===== config.mk =====
export PLATFORM = sky130hd
export DESIGN_NAME = mmcm_ps_responder
export DESIGN_NICKNAME = d
export VERILOG_FILES = /design/src/rtl/mmcm_ps_pkg.sv /design/src/rtl/mmcm_ps_phase_acc.sv /design/src/rtl/mmcm_ps_responder.sv
export SDC_FILE = /design/constraint.sdc
export NUM_CORES = 1
export LEC_CHECK = 0
export ABC_AREA = 1
export CAP_MARGIN = 0
export CORE_MARGIN = 2
export CORE_UTILIZATION = 35
export CTS_BUF_LIST = sky130_fd_sc_hd__clkbuf_16
export DETAILED_ROUTE_END_ITERATION = 8
export DONT_BUFFER_PORTS = 1
export PLACE_DENSITY = 0.59
export SYNTH_ARGS = -nofsm -noshare
export SYNTH_HDL_FRONTEND = slang
export SYNTH_HIERARCHICAL = 1
export SYNTH_SLANG_ARGS = --single-unit
export TNS_END_PERCENT = 10

===== constraint.sdc =====
create_clock -name psclk -period 2.4 [get_ports psclk]
set_input_delay 0 -clock psclk [delete_from_list [all_inputs] [get_ports psclk]]
set_output_delay 0 -clock psclk [all_outputs]
set_load 0.005 [all_outputs]

===== src/rtl/mmcm_ps_pkg.sv =====
// rtl/mmcm_ps_pkg.sv - shared types and defaults for the MMCM phase-shift responder
package mmcm_ps_pkg;

  typedef enum logic [1:0] {
    IDLE,
    SHIFT,
    DONE
  } ps_state_t;

  localparam int PS_STEPS_PER_VCO    = 56;
  localparam int PS_DONE_LATENCY_DEF = 12;

endpackage


===== src/rtl/mmcm_ps_phase_acc.sv =====
// rtl/mmcm_ps_phase_acc.sv - modular fine-phase position counter with slip pulse and direction
module mmcm_ps_phase_acc #(
  parameter int STEPS_PER_CYCLE = 448,
  parameter int MOD_W           = $clog2(STEPS_PER_CYCLE)
) (
  input  logic             clk,
  input  logic             reset,
  input  logic             step_en,
  input  logic             dir,
  output logic [MOD_W-1:0] phase_mod,
  output logic             cycle_slip,
  output logic             slip_dir
);

  localparam logic [MOD_W-1:0] LAST = MOD_W'(STEPS_PER_CYCLE - 1);

  logic [MOD_W-1:0] mod_q, mod_d;
  logic             slip_q, slip_d;
  logic             slip_dir_q, slip_dir_d;

  always_comb begin
    mod_d      = mod_q;
    slip_d     = 1'b0;
    slip_dir_d = slip_dir_q;
    if (step_en) begin
      if (dir) begin
        if (mod_q == LAST) begin
          mod_d      = '0;
          slip_d     = 1'b1;
          slip_dir_d = 1'b1;
        end else begin
          mod_d = mod_q + 1'b1;
        end
      end else begin
        if (mod_q == '0) begin
          mod_d      = LAST;
          slip_d     = 1'b1;
          slip_dir_d = 1'b0;
        end else begin
          mod_d = mod_q - 1'b1;
        end
      end
    end
  end

  always_ff @(posedge clk) begin
    if (reset) begin
      mod_q      <= '0;
      slip_q     <= 1'b0;
      slip_dir_q <= 1'b0;
    end else begin
      mod_q      <= mod_d;
      slip_q     <= slip_d;
      slip_dir_q <= slip_dir_d;
    end
  end

  assign phase_mod  = mod_q;
  assign cycle_slip = slip_q;
  assign slip_dir   = slip_dir_q;

endmodule


===== src/rtl/mmcm_ps_responder.sv =====
// rtl/mmcm_ps_responder.sv - MMCM dynamic phase-shift port responder (psen/psincdec -> psdone)
// Optional accepted-step counters enabled by MMCM_PS_RESP_STATS_EN.
module mmcm_ps_responder
  import mmcm_ps_pkg::*;
#(
  parameter int PSDONE_LATENCY  = PS_DONE_LATENCY_DEF,
  parameter int PHASE_W         = 32,
  parameter int STEPS_PER_CYCLE = PS_STEPS_PER_VCO * 8,
  parameter int MOD_W           = $clog2(STEPS_PER_CYCLE)
) (
  input  logic                      psclk,
  input  logic                      reset,
  input  logic                      psen,
  input  logic                      psincdec,
  output logic                      psdone,
  output logic                      ps_busy,
  output logic signed [PHASE_W-1:0] phase_steps,
  output logic [MOD_W-1:0]          phase_mod,
  output logic                      cycle_slip,
  output logic                      slip_dir,
  output logic                      proto_err,
  input  logic                      clear_err,
  output logic [31:0]               inc_count,
  output logic [31:0]               dec_count
);

  localparam logic [7:0] CNT_LOAD = 8'(PSDONE_LATENCY - 1);

  ps_state_t                 state_q, state_d;
  logic [7:0]                cnt_q, cnt_d;
  logic                      dir_q, dir_d;
  logic                      proto_err_q, proto_err_d;
  logic signed [PHASE_W-1:0] phase_steps_q, phase_steps_d;
  logic                      step_en;
  logic                      violation;

  // step_en fires on the edge into DONE so every phase output is already
  // updated while psdone is high.
  always_comb begin
    state_d   = state_q;
    cnt_d     = cnt_q;
    dir_d     = dir_q;
    step_en   = 1'b0;
    violation = 1'b0;
    case (state_q)
      IDLE, DONE: begin
        state_d = IDLE;
        if (psen) begin
          dir_d   = psincdec;
          cnt_d   = CNT_LOAD;
          state_d = SHIFT;
        end
      end
      SHIFT: begin
        cnt_d     = cnt_q - 8'd1;
        violation = psen;
        if (cnt_d == 8'd0) begin
          state_d = DONE;
          step_en = 1'b1;
        end
      end
      default: state_d = IDLE;
    endcase
  end

  always_comb begin
    proto_err_d   = violation | (proto_err_q & ~clear_err);
    phase_steps_d = phase_steps_q;
    if (step_en) begin
      phase_steps_d = dir_q ? phase_steps_q + PHASE_W'(1) : phase_steps_q - PHASE_W'(1);
    end
  end

  always_ff @(posedge psclk) begin
    if (reset) begin
      state_q       <= IDLE;
      cnt_q         <= '0;
      dir_q         <= 1'b0;
      proto_err_q   <= 1'b0;
      phase_steps_q <= '0;
    end else begin
      state_q       <= state_d;
      cnt_q         <= cnt_d;
      dir_q         <= dir_d;
      proto_err_q   <= proto_err_d;
      phase_steps_q <= phase_steps_d;
    end
  end

  mmcm_ps_phase_acc #(
    .STEPS_PER_CYCLE(STEPS_PER_CYCLE),
    .MOD_W          (MOD_W)
  ) u_phase_acc (
    .clk       (psclk),
    .reset     (reset),
    .step_en   (step_en),
    .dir       (dir_q),
    .phase_mod (phase_mod),
    .cycle_slip(cycle_slip),
    .slip_dir  (slip_dir)
  );

  assign psdone      = (state_q == DONE);
  assign ps_busy     = (state_q == SHIFT);
  assign phase_steps = phase_steps_q;
  assign proto_err   = proto_err_q;

`ifdef MMCM_PS_RESP_STATS_EN
  logic [31:0] inc_count_q, inc_count_d;
  logic [31:0] dec_count_q, dec_count_d;

  always_comb begin
    inc_count_d = inc_count_q;
    dec_count_d = dec_count_q;
    if (step_en) begin
      if (dir_q) inc_count_d = inc_count_q + 32'd1;
      else       dec_count_d = dec_count_q + 32'd1;
    end
  end

  always_ff @(posedge psclk) begin
    if (reset) begin
      inc_count_q <= '0;
      dec_count_q <= '0;
    end else begin
      inc_count_q <= inc_count_d;
      dec_count_q <= dec_count_d;
    end
  end

  assign inc_count = inc_count_q;
  assign dec_count = dec_count_q;
`else
  assign inc_count = '0;
  assign dec_count = '0;
`endif

endmodule

# After elaboration in Yosys (flattened, before gate mapping)
# Cells that the tools add are included.
[totals] in_bits=5 wordCells=51 out_inout_bits=110 regBits=55
[classes] mux=18 bitwise=4 eq_ne=6 n_reduce_logical=10 n_addsub=5
[op_table] op="adder 32 x 2 -> 32 bit (second input constant)" count=1
[op_table] op="two-way mux 32 bit" count=1
[op_table] op="subtractor 32 x 2 -> 32 bit (second input constant)" count=1
[op_table] op="two-way mux 9 bit" count=3
[op_table] op="case mux 8 bit (2 select lines)" count=1
[op_table] op="two-way mux 1 bit" count=10
[op_table] op="adder 9 x 1 -> 9 bit (second input constant)" count=1
[op_table] op="== test 9 bit (second input constant)" count=1
[op_table] op="logical NOT 9 bit" count=1
[op_table] op="subtractor 9 x 1 -> 9 bit (second input constant)" count=1
[op_table] op="logical NOT 8 bit" count=1
[op_table] op="two-way mux 8 bit" count=1
[op_table] op="subtractor 8 x 1 -> 8 bit (second input constant)" count=1
[op_table] op="inequality test 2 x 1 -> 1 bit (second input constant)" count=2
[op_table] op="case mux 2 bit (2 select lines)" count=1
[op_table] op="AND reduction 2 bit" count=2
[op_table] op="nonzero test 2 bit" count=2
[op_table] op="OR reduction 2 bit" count=2
[op_table] op="AND reduction 3 bit" count=1
[op_table] op="== test 2 x 1 -> 1 bit (second input constant)" count=1
[op_table] op="== test 2 bit (second input constant)" count=1
[op_table] op="logical NOT 2 bit" count=1
[op_table] op="two-way mux 2 bit" count=1
[op_table] op="inequality test 2 bit (second input constant)" count=1
[op_table] op="3 further kinds" count=4

# Depth between registers and ports, before layout
# Gate-level depths: netlist (run 1).
[depth] ltp_word=6 ltp_mapped=16

# By module
# The synthesis (run 1) kept the hierarchy.
[modules_own_cells] mod="mmcm_ps_responder" area_per_inst_um2=4769.6 cells_per_inst=836 instances=1
[modules_own_cells] mod="mmcm_ps_phase_acc" area_per_inst_um2=925.9 cells_per_inst=152 instances=1

# Least setup slack after synthesis (run 1)
# No wires, ideal clock.
[synth_path] path_type="flip-flop to flip-flop" start="register dir_q" end="register phase_steps_q[31], in the netlist phase_steps[31]" path_stages_with_launch=13 arrival_time_ps=2065 slack_ps=226 required_ps=2291 synth_period_minus_slack_ps=2174 path_buffers=0 cell_sequence="dfxtp_1 inv_1 ha_1 nand2_1 inv_1 nand2_1 nor3_1 and2_1 nand2_1 nand3_1 nand3_1 nand2_1 inv_1"
[synth_between] elab_chain_len=1
[synth_lines] item="start: declaration" line="mmcm_ps_responder.sv:31" rtl="logic dir_q, dir_d;"
[synth_lines] item="start signal: assignment" line="mmcm_ps_responder.sv:84" rtl="dir_q <= dir_d;"
[synth_lines] item="two-way mux 32 bit" line="mmcm_ps_responder.sv:70" rtl="phase_steps_d = dir_q ? phase_steps_q + PHASE_W'(1) : phase_steps_q - PHASE_W'(1);"
[synth_lines] item="end signal: assignment" line="mmcm_ps_responder.sv:86" rtl="phase_steps_q <= phase_steps_d;"
[synth_lines] item="end: declaration" line="mmcm_ps_responder.sv:33" rtl="logic signed [PHASE_W-1:0] phase_steps_q, phase_steps_d;"
# Every way passes these cells.
# A chain may end at the register's enable or synchronous reset.

# Worst setup path after layout (run 1)
# Ends and elaborated chain as after synthesis.

==> results of run 1 <==
## metrics by stage
step | total power [mW] | instance area (um^2) | std cells | setup WS (ns) | util, %
after floorplan | 1.66 | 5930 | 1051 | 0.226 | -
after global placement | 1.75 | 5720 | 1199 | 0.234 | 36.0
after detailed placement | 1.75 | 5720 | 1199 | 0.250 | 36.0
after CTS | 2.59 | 5940 | 1213 | 0.224 | 37.4
after global routing | 2.74 | 5940 | 1213 | 0.00648 | 37.4
final | 2.55 | 5940 | 1213 | 0.224 | 37.4
## worst min-delay path: cells and delay by family
family / cells / cell delay (ns)
compound gates: 1 / 0.03
buf+inv: 1 / 0.34
simple gates: 1 / 0.19
## flip-flops by register name (all words and copies together), names as in the netlist
signal,count
dir_q,1
cnt_q,8
u_phase_acc/cycle_slip,1
u_phase_acc/slip_dir,1
proto_err,1
u_phase_acc/phase_mod,9
state_q,2
phase_steps,32
## path summary, 6_finish.rpt
check                     to  slack, ns  cells past startpoint
max          phase_steps[31]       0.22                     13
min          phase_steps[19]       0.29                      3
max reg2reg  phase_steps[31]       0.22                     13
min reg2reg         cnt_q[7]       0.49                      2
## power by group through the flow
stage / Combinational, mW / Sequential, mW / Clock, mW
after floorplan: 0.680 / 0.982 / 0
after global placement: 0.764 / 0.991 / 0
after detailed placement: 0.761 / 0.991 / 0
after CTS: 0.789 / 0.970 / 0.832
after global routing: 0.911 / 0.974 / 0.857
final: 0.789 / 0.969 / 0.788
## kinds of logic after synthesis
kind of cell	Yosys count	synth area share, %
fa+ha+maj	35	7.82
flops	55	19.3
compound gates	86	8.37
simple gates	532	39.2
buf+inv	259	22.1
xor+xnor	20	3.08
other cells	1	0.0658
## layout by cell type, fill, tap and decap left out, types with 3 or more instances in the layout
cell           instances
nor2_2                 6
nand2_1              343
clkbuf_16              5
xnor2_1                3
nor2_4                 3
nor2_1                84
nor3_1                 5
and2_1                 4
o21ai_0               25
dfxtp_1               55
a21oi_2                7
nand3b_1               4
nand4_1                9
nand2_2                8
buf_4                 11
xor2_1                17
o211ai_1               3
nand3_2                4
conb_1                64
ha_1                  34
inv_1                173
a21oi_1               46
dlygate4sd3_1          5
nand3_1               55
inv_2                  5
## cell type report
cell class / instances / area (um^2)
tap: 216 / 270
fill: 1799 / 9940
timing repair buffer: 18 / 173
sequential: 55 / 1100
inverter: 179 / 673
multi-input combinational: 737 / 3570
clock buffer: 5 / 125
clock inverter: 3 / 23.8
## routing by layer
| metal | vias up | wire (um) | track usage, % |
|---|---|---|---|
| li1 | 2911 | - | - |
| met5 | - | 0 | 0 |
| met4 | 0 | 352 | 6.10 |
| met3 | 20 | 785 | 3.36 |
| met1 | 2289 | 6910 | 21.8 |
| met2 | 115 | 6210 | 26.9 |
## repair_timing
item,CTS,global route
setup buffers,0,0
hold endpoints to repair,37,0
hold buffers,6,0
==> reports/results.tsv, run 1 <==
metric	value	unit
status	completed	
tightest_slew	0.846	ns
synth.most_common_cell	nand2_1	
static-leakage-power	3.33	nW
ys.flop_type	dfxtp_1	
end_kind	register	
netlist-cell-type-count	39	
period_share	90.7	%
power.share.sequential	38.1	%
antennaDiodeCount	0	
cts_sinks	55	
nets	1036	
path_buf_inv	4	
io_pins	115	
hold_viol	0	
yosys-top-cells-count	nand2_1, inv_1, nor2_1, buf_4	
fmax	0.460	GHz
irDropWorstVdd	0.267	mV
post_drt_wl_per_cell	11.8	um
fin_setup_tns	0	ns
ys_ff_latch	55	
power.internal	1.59	mW
synth_area	5700	um^2
required	2.62	ns
grt_first_pass_wirelength	23700	um
arrival	2.40	ns
firstDrtPassIters	5	
coreArea	15900	um^2
maxSlewHeadroom	43.5	%
yosysWarnings	6	
crit_family	simple AND/OR/NAND/NOR gates	
holdWs	0.288	ns
critPathLaunchType	register	
switching_power	0.961	mW
critical-path-max-stage-delay	0.38	ns
grt_max_degree	37	
num_vias	5335	
ctsHtreeMaxLevel	2	
rsz0062_at_grt	no	
grt_pass1_vias	4831	
viasPerCell	4.40	
die_w	132	um
synth-edff-count	0	
drc	0	
synth_largest_area_cell	nand2_1	
rows	46	
critPathMaxFanout	31	
dp_hpwl	11100	um
async_flop_share	0	%
drt-initial-drc-count	295	
cp_slowest_cell	ha_1	
fin_skew	0.00507	ns
clk_pin_slew	0.08	ns
routabilityCongestion	0.898	
clockBufferDepth	2	
finalMaxSlewViolations	0	
period_minus_slack	2.18	ns
numPortBuffers	0	
path_cells	inv_1 -> buf_12 -> ha_1 -> nand2_1 -> nor2_1 -> inv_1 -> nor3_1 -> and2_1 -> nand2_1 -> nand3_1 -> nand3_1 -> nand2_1 -> inv_1	
post_cts_resized	0	
critPathKind	register to register	
switching_share	37.7	%
cts_buffers	5	
ys_seq_area_share	19.3	%
synthTopCellsByArea	nand2_1, dfxtp_1, inv_1, buf_4, ha_1	
die-area	17300	um^2
clock_latency	0.31	ns
pwr-share-comb	31.0	%
min_from	reset	
cts_tree	yes	
grt_usage	16.6	%
die_y	132	um
finalSetupViolations	0	
crit_path_start	dir_q	
area_growth	4.31	%
cts_root_buf	clkbuf_16	
min_path_type	input pin to register	
drive_gt1_share	6.02	%
gr-total-overflow	0	
powerDensity	429	nW/um^2
detail-route-antenna-nets	0	
yosysTopAreaCellShare	22.6	%
finalWirelength	14300	um
rr_startpoint	dir_q	
syn_inst	988	
antenna_found_initial	0	
clkPwrFrac	30.9	%
initial_core_util	35.9	%
avgSynthCellArea	5.76	um^2
cap_violations	0	
Note: power is estimated with default switching activity, not from simulation.
==> inputs of run 2 (changes only) <==
--- a/config.mk
+++ b/config.mk
@@ -13,6 +13,7 @@
 export DETAILED_ROUTE_END_ITERATION = 8
 export DONT_BUFFER_PORTS = 1
 export PLACE_DENSITY = 0.59
+export SETUP_SLACK_MARGIN = 0.4
 export SYNTH_ARGS = -nofsm -noshare
 export SYNTH_HDL_FRONTEND = slang
 export SYNTH_HIERARCHICAL = 1
==> run 2 against run 1 <==
Compared with the run above: first-iteration DRC count up 25%; critical path depth is 3 higher; clock power rose by 4.3%; fmax rose by 2.8%; worst hold slack worse by 0.26 ns; global-route usage grew 0.84 points; sequential power grew 0.4%; register-to-register slack better by 0.06 ns; final cell count grew 1.8%; design area increased by 17%; routed wire length rose by 13%; largest cell class unchanged; highest routed layer unchanged.
==> reports/results.tsv, run 2 (same netlist as run 1, synthesis figures left out) <==
metric	value	unit
critPathKind	register to register	
dpl.cell_count	1196	
period_minus_slack	2.12	ns
wl_met1	7420	um
coreArea	15900	um^2
hold_viol	0	
grt_pass1_vias	4933	
powerDensity	416	nW/um^2
die_y	132	um
detail-route-antenna-nets	0	
critPathLaunchType	register	
arrival	2.34	ns
n_fill_cell	1688	
grt_first_pass_wirelength	24800	um
antenna_found_initial	0	
gr-total-overflow	0	
drt-initial-drc-count	369	
die-area	17300	um^2
cts_buffers	5	
area_growth	22.5	%
final_util	43.9	%
irDropWorstVdd	0.274	mV
cts_root_buf	clkbuf_16	
viasPerCell	4.60	
grt_usage	17.5	%
firstDrtPassIters	5	
wl_met3	764	um
maxSlewHeadroom	48.0	%
post_drt_wl_per_cell	13.1	um
most-common-layout-cells	nand2_1, inv_1, nor2_1, conb_1, dfxtp_1	
holdWs	0.0324	ns
clock_latency	0.32	ns
cp_slowest_cell	dfxtp_2	
fin_skew	0.0124	ns
layout_setup_ws	0.284	ns
required	2.62	ns
end_kind	register	
min_path_type	input pin to register	
die_w	132	um
final_cells	1235	
path_cells	clkinv_4 -> buf_12 -> buf_6 -> ha_4 -> nand2_1 -> nand2_1 -> nand2_1 -> nand2_1 -> nand2_1 -> nand3_2 -> nand2_1 -> nand3_1 -> nand2_1 -> nand3_1 -> nand2_1 -> inv_1	
grt_max_degree	33	
nets	1058	
place_ws	0.227	ns
antennaDiodeCount	0	
period_share	88.2	%
finalSetupViolations	0	
numPortBuffers	0	
static-leakage-power	3.56	nW
num_vias	5686	
fmax	0.472	GHz
met2_length	7710	um
drive_gt1_share	21.0	%
dp_hpwl	11300	um
drc	0	
status	completed	
final_common_cell	nand2_1	
ctsHtreeMaxLevel	2	
critical-path-max-stage-delay	0.36	ns
rows	46	
finalWirelength	16100	um
clk_pin_slew	0.09	ns
clockBufferDepth	2	
cts_sinks	55	
initial_core_util	35.9	%
critPathMaxFanout	8	
routabilityCongestion	0.887	
rsz0062_at_grt	yes	
fin_setup_tns	0	ns
largest_reg_flops	32	
io_pins	115	
cts_tree	yes	
tightest_slew	0.779	ns
path_common_cell	nand2_1	
finalMaxSlewViolations	0	
cap_violations	0	
top_layer_used	met4	
run 2: critical path: cells and delay by family, from the launching register on:
| family | cells | cell delay, ns |
|---|---|---|
| adder cells (fa/ha/maj) | 1 | 0.26 |
| buffers and inverters | 4 | 0.47 |
| flip-flops | 1 | 0.36 |
| AND/OR/NAND/NOR | 11 | 0.90 |
run 2: what timing repair did:
item / in CTS / in global routing
setup buffers: 3 / 12
cloned: 2 / 1
gates resized for setup: 34 / 132
setup endpoints to repair: 40 / 42
pin swaps: 1 / 36
hold endpoints to repair: 37 / 22
hold buffers: 11 / 2
run 2: final cells by class:
cell class	instances	area, um^2	share of cell area, %
Multi-Input combinational cell	737	4320	61.9
Sequential cell	55	1100	15.8
Inverter	179	678	9.72
Timing Repair Buffer	40	454	6.51
Tap cell	216	270	3.87
Clock buffer	5	125	1.79
Clock inverter	3	27.5	0.394
run 2: metrics by stage:
step / power (mW) / instance area, um^2
2_1_floorplan: 1.66 / 5930
3_3_place_gp: 1.76 / 5720
3_5_place_dp: 1.76 / 5720
4_1_cts: 2.69 / 6300
5_1_grt: 3.09 / 6980
6_report: 2.91 / 6980
run 2: report_power, final:
part / internal [mW] / switching (mW) / total (mW)
Sequential: 0.939 / 0.0336 / 0.973
Combinational: 0.428 / 0.684 / 1.11
Clock: 0.401 / 0.421 / 0.822
run 2: path summary, 6_finish.rpt:
kind                        startpoint                    to  slack (ns)  cells after the start
hold reg to reg   u_phase_acc/slip_dir  u_phase_acc/slip_dir        0.51                      2
hold / removal                    psen            state_q[0]        0.03                      4
setup / recovery                 dir_q       phase_steps[25]        0.28                     16
setup reg to reg                 dir_q       phase_steps[25]        0.28                     16
run 2: layer usage:
layer	global-route usage, %	vias up
met5	0	-
met4	5.01	0
met3	3.13	18
met2	29.6	142
met1	22.6	2568
li1	-	2958
